## config.mk

```make
export PLATFORM = sky130hd
export DESIGN_NAME = evaluar_pareja_flat
export DESIGN_NICKNAME = d
export VERILOG_FILES = /design/src/rtl/evaluar_pareja_if.sv /design/src/rtl/evaluar_pareja.sv /design/src/flat_wrapper.sv
export SDC_FILE = /design/constraint.sdc
export NUM_CORES = 1
export LEC_CHECK = 0
export CORE_UTILIZATION = 53
export CTS_CLUSTER_DIAMETER = 120
export DETAILED_ROUTE_END_ITERATION = 10
export GPL_ROUTABILITY_DRIVEN = 0
export PLACE_DENSITY = 0.92
export SYNTH_ARGS = -nofsm -noshare
export SYNTH_HDL_FRONTEND = slang
export SYNTH_SLANG_ARGS = --single-unit
export TNS_END_PERCENT = 5
```

## constraint.sdc

```tcl
create_clock -name clk -period 7.2 [get_ports clk]
set_input_delay 0.72 -clock clk [delete_from_list [all_inputs] [get_ports clk]]
set_output_delay 0.72 -clock clk [all_outputs]
set_load 0.02 [all_outputs]
```

## src/rtl/evaluar_pareja_if.sv

```systemverilog
// rtl/evaluar_pareja_if.sv - request/response bundle between the game loop and the pair evaluator
interface evaluar_pareja_if;
    logic       start;
    logic [4:0] arr_in  [0:15];
    logic [4:0] arr_out [0:15];
    logic       busy;
    logic       done;
    logic       match;
    logic       error;
    logic [3:0] parejas;
    logic       game_over;

    modport master (
        output start, arr_in,
        input  arr_out, busy, done, match, error, parejas, game_over
    );

    modport slave (
        input  start, arr_in,
        output arr_out, busy, done, match, error, parejas, game_over
    );
endinterface

```

## src/rtl/evaluar_pareja.sv

```systemverilog
// rtl/evaluar_pareja.sv - finds the two selected cards, shows them, then marks matched or hides them
module evaluar_pareja #(
    parameter int SHOW_CYCLES = 50_000_000
) (
    input  logic             clk,
    input  logic             rst,
    evaluar_pareja_if.slave  bus
);
    localparam int CW = $clog2(SHOW_CYCLES + 1);
    localparam logic [CW-1:0] SHOW_LAST = CW'(SHOW_CYCLES - 1);

    typedef enum logic [1:0] {IDLE, SCAN, SHOW, RESOLVE} state_t;

    state_t        state, state_nx;
    logic [4:0]    arr_q [0:15];
    logic [3:0]    idx, idx_a, idx_b;
    logic [1:0]    cnt, cnt_nx;
    logic [CW-1:0] show_cnt;
    logic          sel_hit, pair_ok, same_id;

    assign sel_hit = (arr_q[idx][1:0] == 2'b01);
    assign cnt_nx  = (sel_hit && cnt != 2'd3) ? cnt + 2'd1 : cnt;
    assign pair_ok = (cnt == 2'd2);
    assign same_id = (arr_q[idx_a][4:2] == arr_q[idx_b][4:2]);

    always_ff @(posedge clk or posedge rst) begin
        if (rst) state <= IDLE;
        else     state <= state_nx;
    end

    always_comb begin
        state_nx = state;
        case (state)
            IDLE:    if (bus.start) state_nx = SCAN;
            // the last entry's hit is folded in through cnt_nx
            SCAN:    if (idx == 4'd15) state_nx = (cnt_nx == 2'd2) ? SHOW : RESOLVE;
            SHOW:    if (show_cnt == SHOW_LAST) state_nx = RESOLVE;
            RESOLVE: state_nx = IDLE;
            default: state_nx = IDLE;
        endcase
    end

    always_comb begin
        bus.busy      = (state != IDLE);
        bus.game_over = (bus.parejas == 4'd8);
    end

    always_ff @(posedge clk or posedge rst) begin
        if (rst) begin
            for (int i = 0; i < 16; i++) begin
                arr_q[i]       <= '0;
                bus.arr_out[i] <= '0;
            end
            idx         <= '0;
            idx_a       <= '0;
            idx_b       <= '0;
            cnt         <= '0;
            show_cnt    <= '0;
            bus.done    <= 1'b0;
            bus.match   <= 1'b0;
            bus.error   <= 1'b0;
            bus.parejas <= '0;
        end else begin
            bus.done  <= 1'b0;
            bus.match <= 1'b0;
            bus.error <= 1'b0;
            case (state)
                IDLE: begin
                    if (bus.start) begin
                        for (int i = 0; i < 16; i++) arr_q[i] <= bus.arr_in[i];
                        idx   <= '0;
                        idx_a <= '0;
                        idx_b <= '0;
                        cnt   <= '0;
                    end
                end
                SCAN: begin
                    if (sel_hit) begin
                        if (cnt == 2'd0)      idx_a <= idx;
                        else if (cnt == 2'd1) idx_b <= idx;
                    end
                    cnt      <= cnt_nx;
                    idx      <= idx + 4'd1;
                    show_cnt <= '0;
                end
                SHOW: show_cnt <= show_cnt + CW'(1);
                RESOLVE: begin
                    bus.done <= 1'b1;
                    for (int i = 0; i < 16; i++) bus.arr_out[i] <= arr_q[i];
                    // later per-entry writes override the bulk copy above
                    if (!pair_ok) begin
                        bus.error <= 1'b1;
                    end else if (same_id) begin
                        bus.match <= 1'b1;
                        bus.arr_out[idx_a][1:0] <= 2'b10;
                        bus.arr_out[idx_b][1:0] <= 2'b10;
                        if (bus.parejas != 4'd8) bus.parejas <= bus.parejas + 4'd1;
                    end else begin
                        bus.arr_out[idx_a][1:0] <= 2'b00;
                        bus.arr_out[idx_b][1:0] <= 2'b00;
                    end
                end
                default: ;
            endcase
        end
    end
endmodule
```

## src/flat_wrapper.sv

```systemverilog
// flat-port wrapper written by rule: the top's interface ports become plain ports
module evaluar_pareja_flat 
#(
    parameter int SHOW_CYCLES = 50_000_000
)
  (clk, rst, bus_start, bus_arr_in, bus_arr_out, bus_busy, bus_done, bus_match, bus_error, bus_parejas, bus_game_over);
  evaluar_pareja_if bus_i ();
  input  logic clk;
  input  logic rst;
  input wire logic [$bits(bus_i.start)-1:0] bus_start;
  input wire logic [$bits(bus_i.arr_in)-1:0] bus_arr_in;
  output wire logic [$bits(bus_i.arr_out)-1:0] bus_arr_out;
  output wire logic [$bits(bus_i.busy)-1:0] bus_busy;
  output wire logic [$bits(bus_i.done)-1:0] bus_done;
  output wire logic [$bits(bus_i.match)-1:0] bus_match;
  output wire logic [$bits(bus_i.error)-1:0] bus_error;
  output wire logic [$bits(bus_i.parejas)-1:0] bus_parejas;
  output wire logic [$bits(bus_i.game_over)-1:0] bus_game_over;
  assign bus_i.start = bus_start;
  assign bus_i.arr_in = {>>{bus_arr_in}};
  assign bus_arr_out = {>>{bus_i.arr_out}};
  assign bus_busy = bus_i.busy;
  assign bus_done = bus_i.done;
  assign bus_match = bus_i.match;
  assign bus_error = bus_i.error;
  assign bus_parejas = bus_i.parejas;
  assign bus_game_over = bus_i.game_over;
  evaluar_pareja #(.SHOW_CYCLES(SHOW_CYCLES)) u_core (.clk(clk), .rst(rst), .bus(bus_i));
endmodule
```

==> Word-level counts from Yosys, hierarchy flattened <==
Index checks and enable logic that the tools add are counted.
{ "classes": {"add_sub_neg": 4, "n_lt_le_gt_ge": 5, "n_eq_ne": 20, "mux": 43, "bitwise_logic": 3, "n_reduce_logical": 14} }
{ "op_table": {"columns": ["op", "n"], "rows": [
  ["bitwise mux 80 bit", 4],
  ["2-to-1 mux 80 bit", 2],
  ["binary-select mux 5 bit (select 4 bit)", 3],
  ["one-hot mux 26 bit (2 select lines)", 1],
  ["demux 5 bit (select 4 bit)", 2],
  ["adder 26 x 1 -> 26 bit, second input constant", 1],
  ["equality test 26 bit, second input constant", 1],
  ["2-to-1 mux 4 bit", 6],
  ["one-hot mux 4 bit (2 select lines)", 3],
  ["2-to-1 mux 5 bit", 4],
  ["2-to-1 mux 2 bit", 9],
  [">= comparator 5 bit, second input constant", 3],
  ["inverter 4 -> 5 bit", 3],
  ["< comparator 5 x 1 -> 1 bit, second input constant", 2],
  ["!= test 2 x 1 -> 1 bit, second input constant", 5],
  ["adder 4 x 1 -> 4 bit, second input constant", 2],
  ["equality test 2 bit, second input constant", 4],
  ["equality test 4 bit, second input constant", 2],
  ["one-hot mux 2 bit (4 select lines)", 1],
  ["AND reduction 4 bit", 2],
  ["2-to-1 mux 1 bit", 7],
  ["equality test 2 x 1 -> 1 bit, second input constant", 3],
  ["!= test 2 bit, second input constant", 3],
  ["nonzero test 2 bit", 3],
  ["9 further kinds", 13]
]} }
{ "word_totals": {"ff_bits": 209, "input_bits": 83, "output_inout_bits": 89} }

==> Longest topological paths before layout <==
{ "logic_depth": {"depth_word": 11, "mapped_depth": 10, "mapped_depth_nobuf": 9} }

==> Worst setup path before layout <==
OpenSTA, ideal clock, no wires.
{ "synth_timing": {"path_type": "reg2reg", "from": "reg u_core.idx_b[1]", "to": "reg u_core.bus.parejas[1]", "setup_time_ps": 125, "arrival_ps": 2298, "required_time_ps": 7075, "slack_ps": 4777, "stages_incl_launch_ff": 10, "path_buffers": 2, "period_less_slack_ps": 2423, "path_cell_list": "dfrtp_1 buf_2 buf_1 mux4_2 a22oi_1 nand2_1 xor2_1 nor4_4 o21ai_2 mux2_4"} }
{ "synth_via": {"elab_chain_cells": 6} }
{ "synth_rtl": {"columns": ["item", "line", "source"], "rows": [
  ["from (decl)", "evaluar_pareja.sv:16", "logic [3:0] idx, idx_a, idx_b;"],
  ["from (signal assigned)", "evaluar_pareja.sv:80", "else if (cnt == 2'd1) idx_b <= idx;"],
  ["inverter 4 -> 5 bit (implied by the code)", "evaluar_pareja.sv:24", "assign same_id = (arr_q[idx_a][4:2] == arr_q[idx_b][4:2]);"],
  ["binary-select mux 5 bit (select 4 bit)", "evaluar_pareja.sv:24", null],
  ["2-to-1 mux 5 bit (implied by the code) (2 in series)", "evaluar_pareja.sv:24", null],
  ["equality test 3 bit", "evaluar_pareja.sv:24", null],
  ["AND reduction 4 bit (no line)", null, null],
  ["to (signal assigned)", "evaluar_pareja.sv:97", "if (bus.parejas != 4'd8) bus.parejas <= bus.parejas + 4'd1;"],
  ["to (decl)", "evaluar_pareja_if.sv:20", "output arr_out, busy, done, match, error, parejas, game_over"]
]} }
No other way between the ends. The select of a mux whose other input is x is not followed.
A chain may end at the register's enable or synchronous reset.

==> Worst setup path in the final report <==
{ "layout_timing": {"from": "reg u_core.idx_b[0]", "to": "reg u_core.bus.arr_out[56]"} }
{ "layout_via": {"elab_chain_cells": 8} }
{ "layout_rtl": {"columns": ["item", "line", "source"], "rows": [
  ["inverter 4 -> 5 bit (implied by the code) (*)", "evaluar_pareja.sv:24, evaluar_pareja.sv:96, evaluar_pareja.sv:100", null],
  [">= comparator 5 bit (implied by the code) or < comparator 5 x 1 -> 1 bit (tied branches)", "evaluar_pareja.sv:96, evaluar_pareja.sv:100", null],
  ["logical AND 1 bit (implied by the code)", "evaluar_pareja.sv:96, evaluar_pareja.sv:100", null],
  ["2-to-1 mux 2 bit (implied by the code)", "evaluar_pareja.sv:96, evaluar_pareja.sv:100", null],
  ["demux 5 bit (select 4 bit)", "evaluar_pareja.sv:96, evaluar_pareja.sv:100", null],
  ["bitwise mux 80 bit, on equally long branches", "evaluar_pareja.sv:100, evaluar_pareja.sv:96", null],
  ["2-to-1 mux 80 bit (*)", "evaluar_pareja.sv:93", "end else if (same_id) begin"],
  ["2-to-1 mux 80 bit (*)", "evaluar_pareja.sv:91", "if (!pair_ok) begin"],
  ["to (signal, indexed assignment)", "evaluar_pareja.sv:95", "bus.arr_out[idx_a][1:0] <= 2'b10;"],
  ["to (signal, indexed assignment)", "evaluar_pareja.sv:96", "bus.arr_out[idx_b][1:0] <= 2'b10;"],
  ["to (signal, indexed assignment)", "evaluar_pareja.sv:100", "bus.arr_out[idx_b][1:0] <= 2'b00;"],
  ["to (decl)", "evaluar_pareja_if.sv:20", null]
]} }
Mark *: on every way between the ends. The rest lies on a longest branch, timed or not. The select of a mux whose other input is x is not followed.

==> results.cfg <==
[worst_setup_path]
path_class = reg2reg
reg2reg_slack_ps = 3940
cp.arrival_ps = 3680
cp_max_fo = 18
cp.required_ps = 7620
endpoint_kind = flip-flop
crit_path_start_kind = flip-flop

[power]
power_frac_comb_pct = 44.0
ir_drop_uv = 270
seq_power_share_pct = 37.5
swShare_pct = 38.9
p_switching_mw = 2.37
power_frac_clock_pct = 18.5
p_leak_nw = 5.22
cellPowerDensity_mw_per_mm2 = 490
p_int_mw = 3.73

[global_routing]
grt_max_degree = 149
overflow = 0
first_global_vias = 7166
antenna_found_initial = 0
grt_usage_pct = 25.5
grt_pass1_wl_um = 38800

[sta]
holdWs_ps = 485
drv_slew = 0
rsz0062_at_grt = false
fin_crit_sh_pct = 45.2
finalHoldViolCount = 0
tns_ps = 0
setup_viol = 0
fmax_mhz = 307
relSlewSlack_pct = 23.4
worst_slew_pin_slew_ps = 1150
clock-skew-final_ps = 13.4
period_needed_ps = 3260

[placement]
placed_cell_area_mm2 = 0.0117
io_buffers = 171
place_hpwl_um = 16300

[clock_network]
cts_made_buffers = 22
cts_resized = 0
post_cts_buffers = 0
htreeDepth = 1
cts_tree = built
cts.reportedPaths.clkPinSlew_ps = 60
root_buffer = clkbuf_16
cts_sinks = 209
cts_hold_buffers = 0
clk-insertion-delay-late_ps = 510
clockBufferDepth = 3

[synth]
synthFlopType = dfrtp_1
yosysUniqueCellTypes = 56
ys_ff_latch = 209
syn_area_mm2 = 0.00988
yosys_warnings = 0
yosysSeqAreaShare_pct = 53.0
synth.most_common_cell = dfrtp_1
yosys-top-cells-area = dfrtp_1, mux2_2, mux4_2
synth_commonest_cells = dfrtp_1, mux2_2, nor2_1, nand2_1
synth_edf_count = 0
synth.largest_area_cell = dfrtp_1
avgSynthCellArea_um2 = 12.2
syn_inst = 808
yosys.area.top_type_share_pct = 53.0
syn-num-nets = 904
async_flop_share_pct = 100

[floorplan]
die_w_um = 139
dieHeight_um = 139
die_area_mm2 = 0.0192
start_util_pct = 54.6
row_count = 49
ios = 172
core_mm2 = 0.0181

[drt]
drt-vias-per-instance = 6.01
drt.antenna.violating_nets = 0
drt_iter0_markers = 594
firstDrtPassIters = 8
wirelength_um = 24200
drc = 26
wl_per_cell_um = 20.1
dr_total_vias = 7242

[cells_and_area]
final_cell_area_mm2 = 0.0124
post-route-util_pct = 68.8
final_nets = 1056
insertedDiodeCount = 0
area_growth_syn_to_layout_pct = 25.9
layout-drive-gt1-share_pct = 16.9

[status]
violations = design-rule violations
status = finished with violations

[job]
drv_cap = 0

[min_path]
min_path_type = reg2reg
==> per-stage QoR <==
| stage | total power [mW] | setup WS [ps] | std cells |
|---|---|---|---|
| 5_1_grt | 6.40 | 3670 | 1205 |
| 4_1_cts | 6.09 | 3960 | 1205 |
| 2_1_floorplan | 3.93 | 771 | 808 |
| 3_3_place_gp | 4.79 | 4200 | 1165 |
| 3_5_place_dp | 4.91 | 4040 | 1165 |
| 6_report | 6.10 | 3940 | 1205 |
==> routing by layer <==
layer | vias up | global-route usage (%) | wire (um)
met5 | - | 0 | 0
met4 | 0 | 7.39 | 648
met3 | 69 | 4.64 | 1640
met2 | 324 | 41.7 | 11500
met1 | 3646 | 35.0 | 10400
li1 | 3203 | - | -
==> final cells by class <==
| type | instances | area [um2] |
|---|---|---|
| clock buffers | 29 | 608 |
| clock inverters | 11 | 114 |
| fillers | 1250 | 5650 |
| inverters | 36 | 143 |
| multi-input cells | 517 | 4320 |
| flip-flops and latches | 209 | 5230 |
| well taps | 229 | 287 |
| repair buffers | 174 | 1730 |
==> cell usage in the layout, fill, tap and decap left out, types with 3 or more instances in the layout <==
cell type        instances
a21oi_1                 26
dfrtp_1                209
clkbuf_1                 5
nor2b_1                 10
a22o_1                   5
and4_1                   3
nor4b_1                  3
buf_4                    3
o21ai_0                  9
xnor2_1                  7
o22ai_1                 28
mux2i_1                 17
nor2_1                  52
inv_1                   35
nor4_1                   3
and2_1                  16
ha_1                    12
o21ai_1                  3
and3_1                  10
clkdlybuf4s50_1        171
nand2b_1                10
nand3_1                 18
nor3b_1                  6
a22oi_1                 12
clkbuf_16               23
nand2_1                 50
a311oi_1                 4
mux4_2                  24
nand4_1                  8
clkinv_2                 6
xor2_1                  17
o2bb2ai_1                4
a2111oi_0                3
mux2_1                  36
mux2_2                  94
==> worst max-delay path: stages, from the launching register on <==
cell and delay (ps):
dfrtp_1 920, mux4_2 600, a22oi_1 240, nand2_1 130, xor2_1 240, nor3_4 650
mux2i_1 180, a21oi_1 190
==> final timing paths <==
check	startpoint	cells after the start	endpoint
setup / recovery	u_core.idx_b[0]	7	u_core.bus.arr_out[56]
hold / removal	u_core.bus.arr_out[63]	1	u_core.bus.arr_out[63]
setup reg to reg	u_core.idx_b[0]	7	u_core.bus.arr_out[56]
hold reg to reg	u_core.bus.arr_out[63]	1	u_core.bus.arr_out[63]
max in group asynchronous	rst	3	u_core.bus.arr_out[15]
min in group asynchronous	rst	2	u_core.arr_q[13]
==> power groups by stage <==
| stage | Sequential [mW] | Combinational [mW] | Clock, mW |
|---|---|---|---|
| 4_1_cts | 2.27 | 2.68 | 1.15 |
| 2_1_floorplan | 2.26 | 1.66 | 0 |
| 3_5_place_dp | 2.27 | 2.64 | 0 |
| 3_3_place_gp | 2.24 | 2.55 | 0 |
| 6_report | 2.29 | 2.68 | 1.13 |
| 5_1_grt | 2.35 | 2.86 | 1.19 |
==> cell families after synthesis <==
logic type,after synthesis,share of synthesized area [%]
DFF,209,53.0
muxes,172,22.2
AOI/OAI and AO/OA,108,7.26
buffers and inverters,82,3.47
and+or+nand+nor,200,10.4
xor gates and xnor gates,24,2.13
adders and majority gates,13,1.65
==> state kept, by name, summed over array words and instances (netlist names) <==
register	flops
u_core.bus.error	1
u_core.bus.parejas	4
u_core.show_cnt	26
u_core.idx	4
u_core.bus.arr_out	80
u_core.cnt	2
u_core.idx_b	4
u_core.idx_a	4
u_core.arr_q	80
u_core.bus.done	1
u_core.state	2
u_core.bus.match	1
Power figures use the tool's default switching activity.
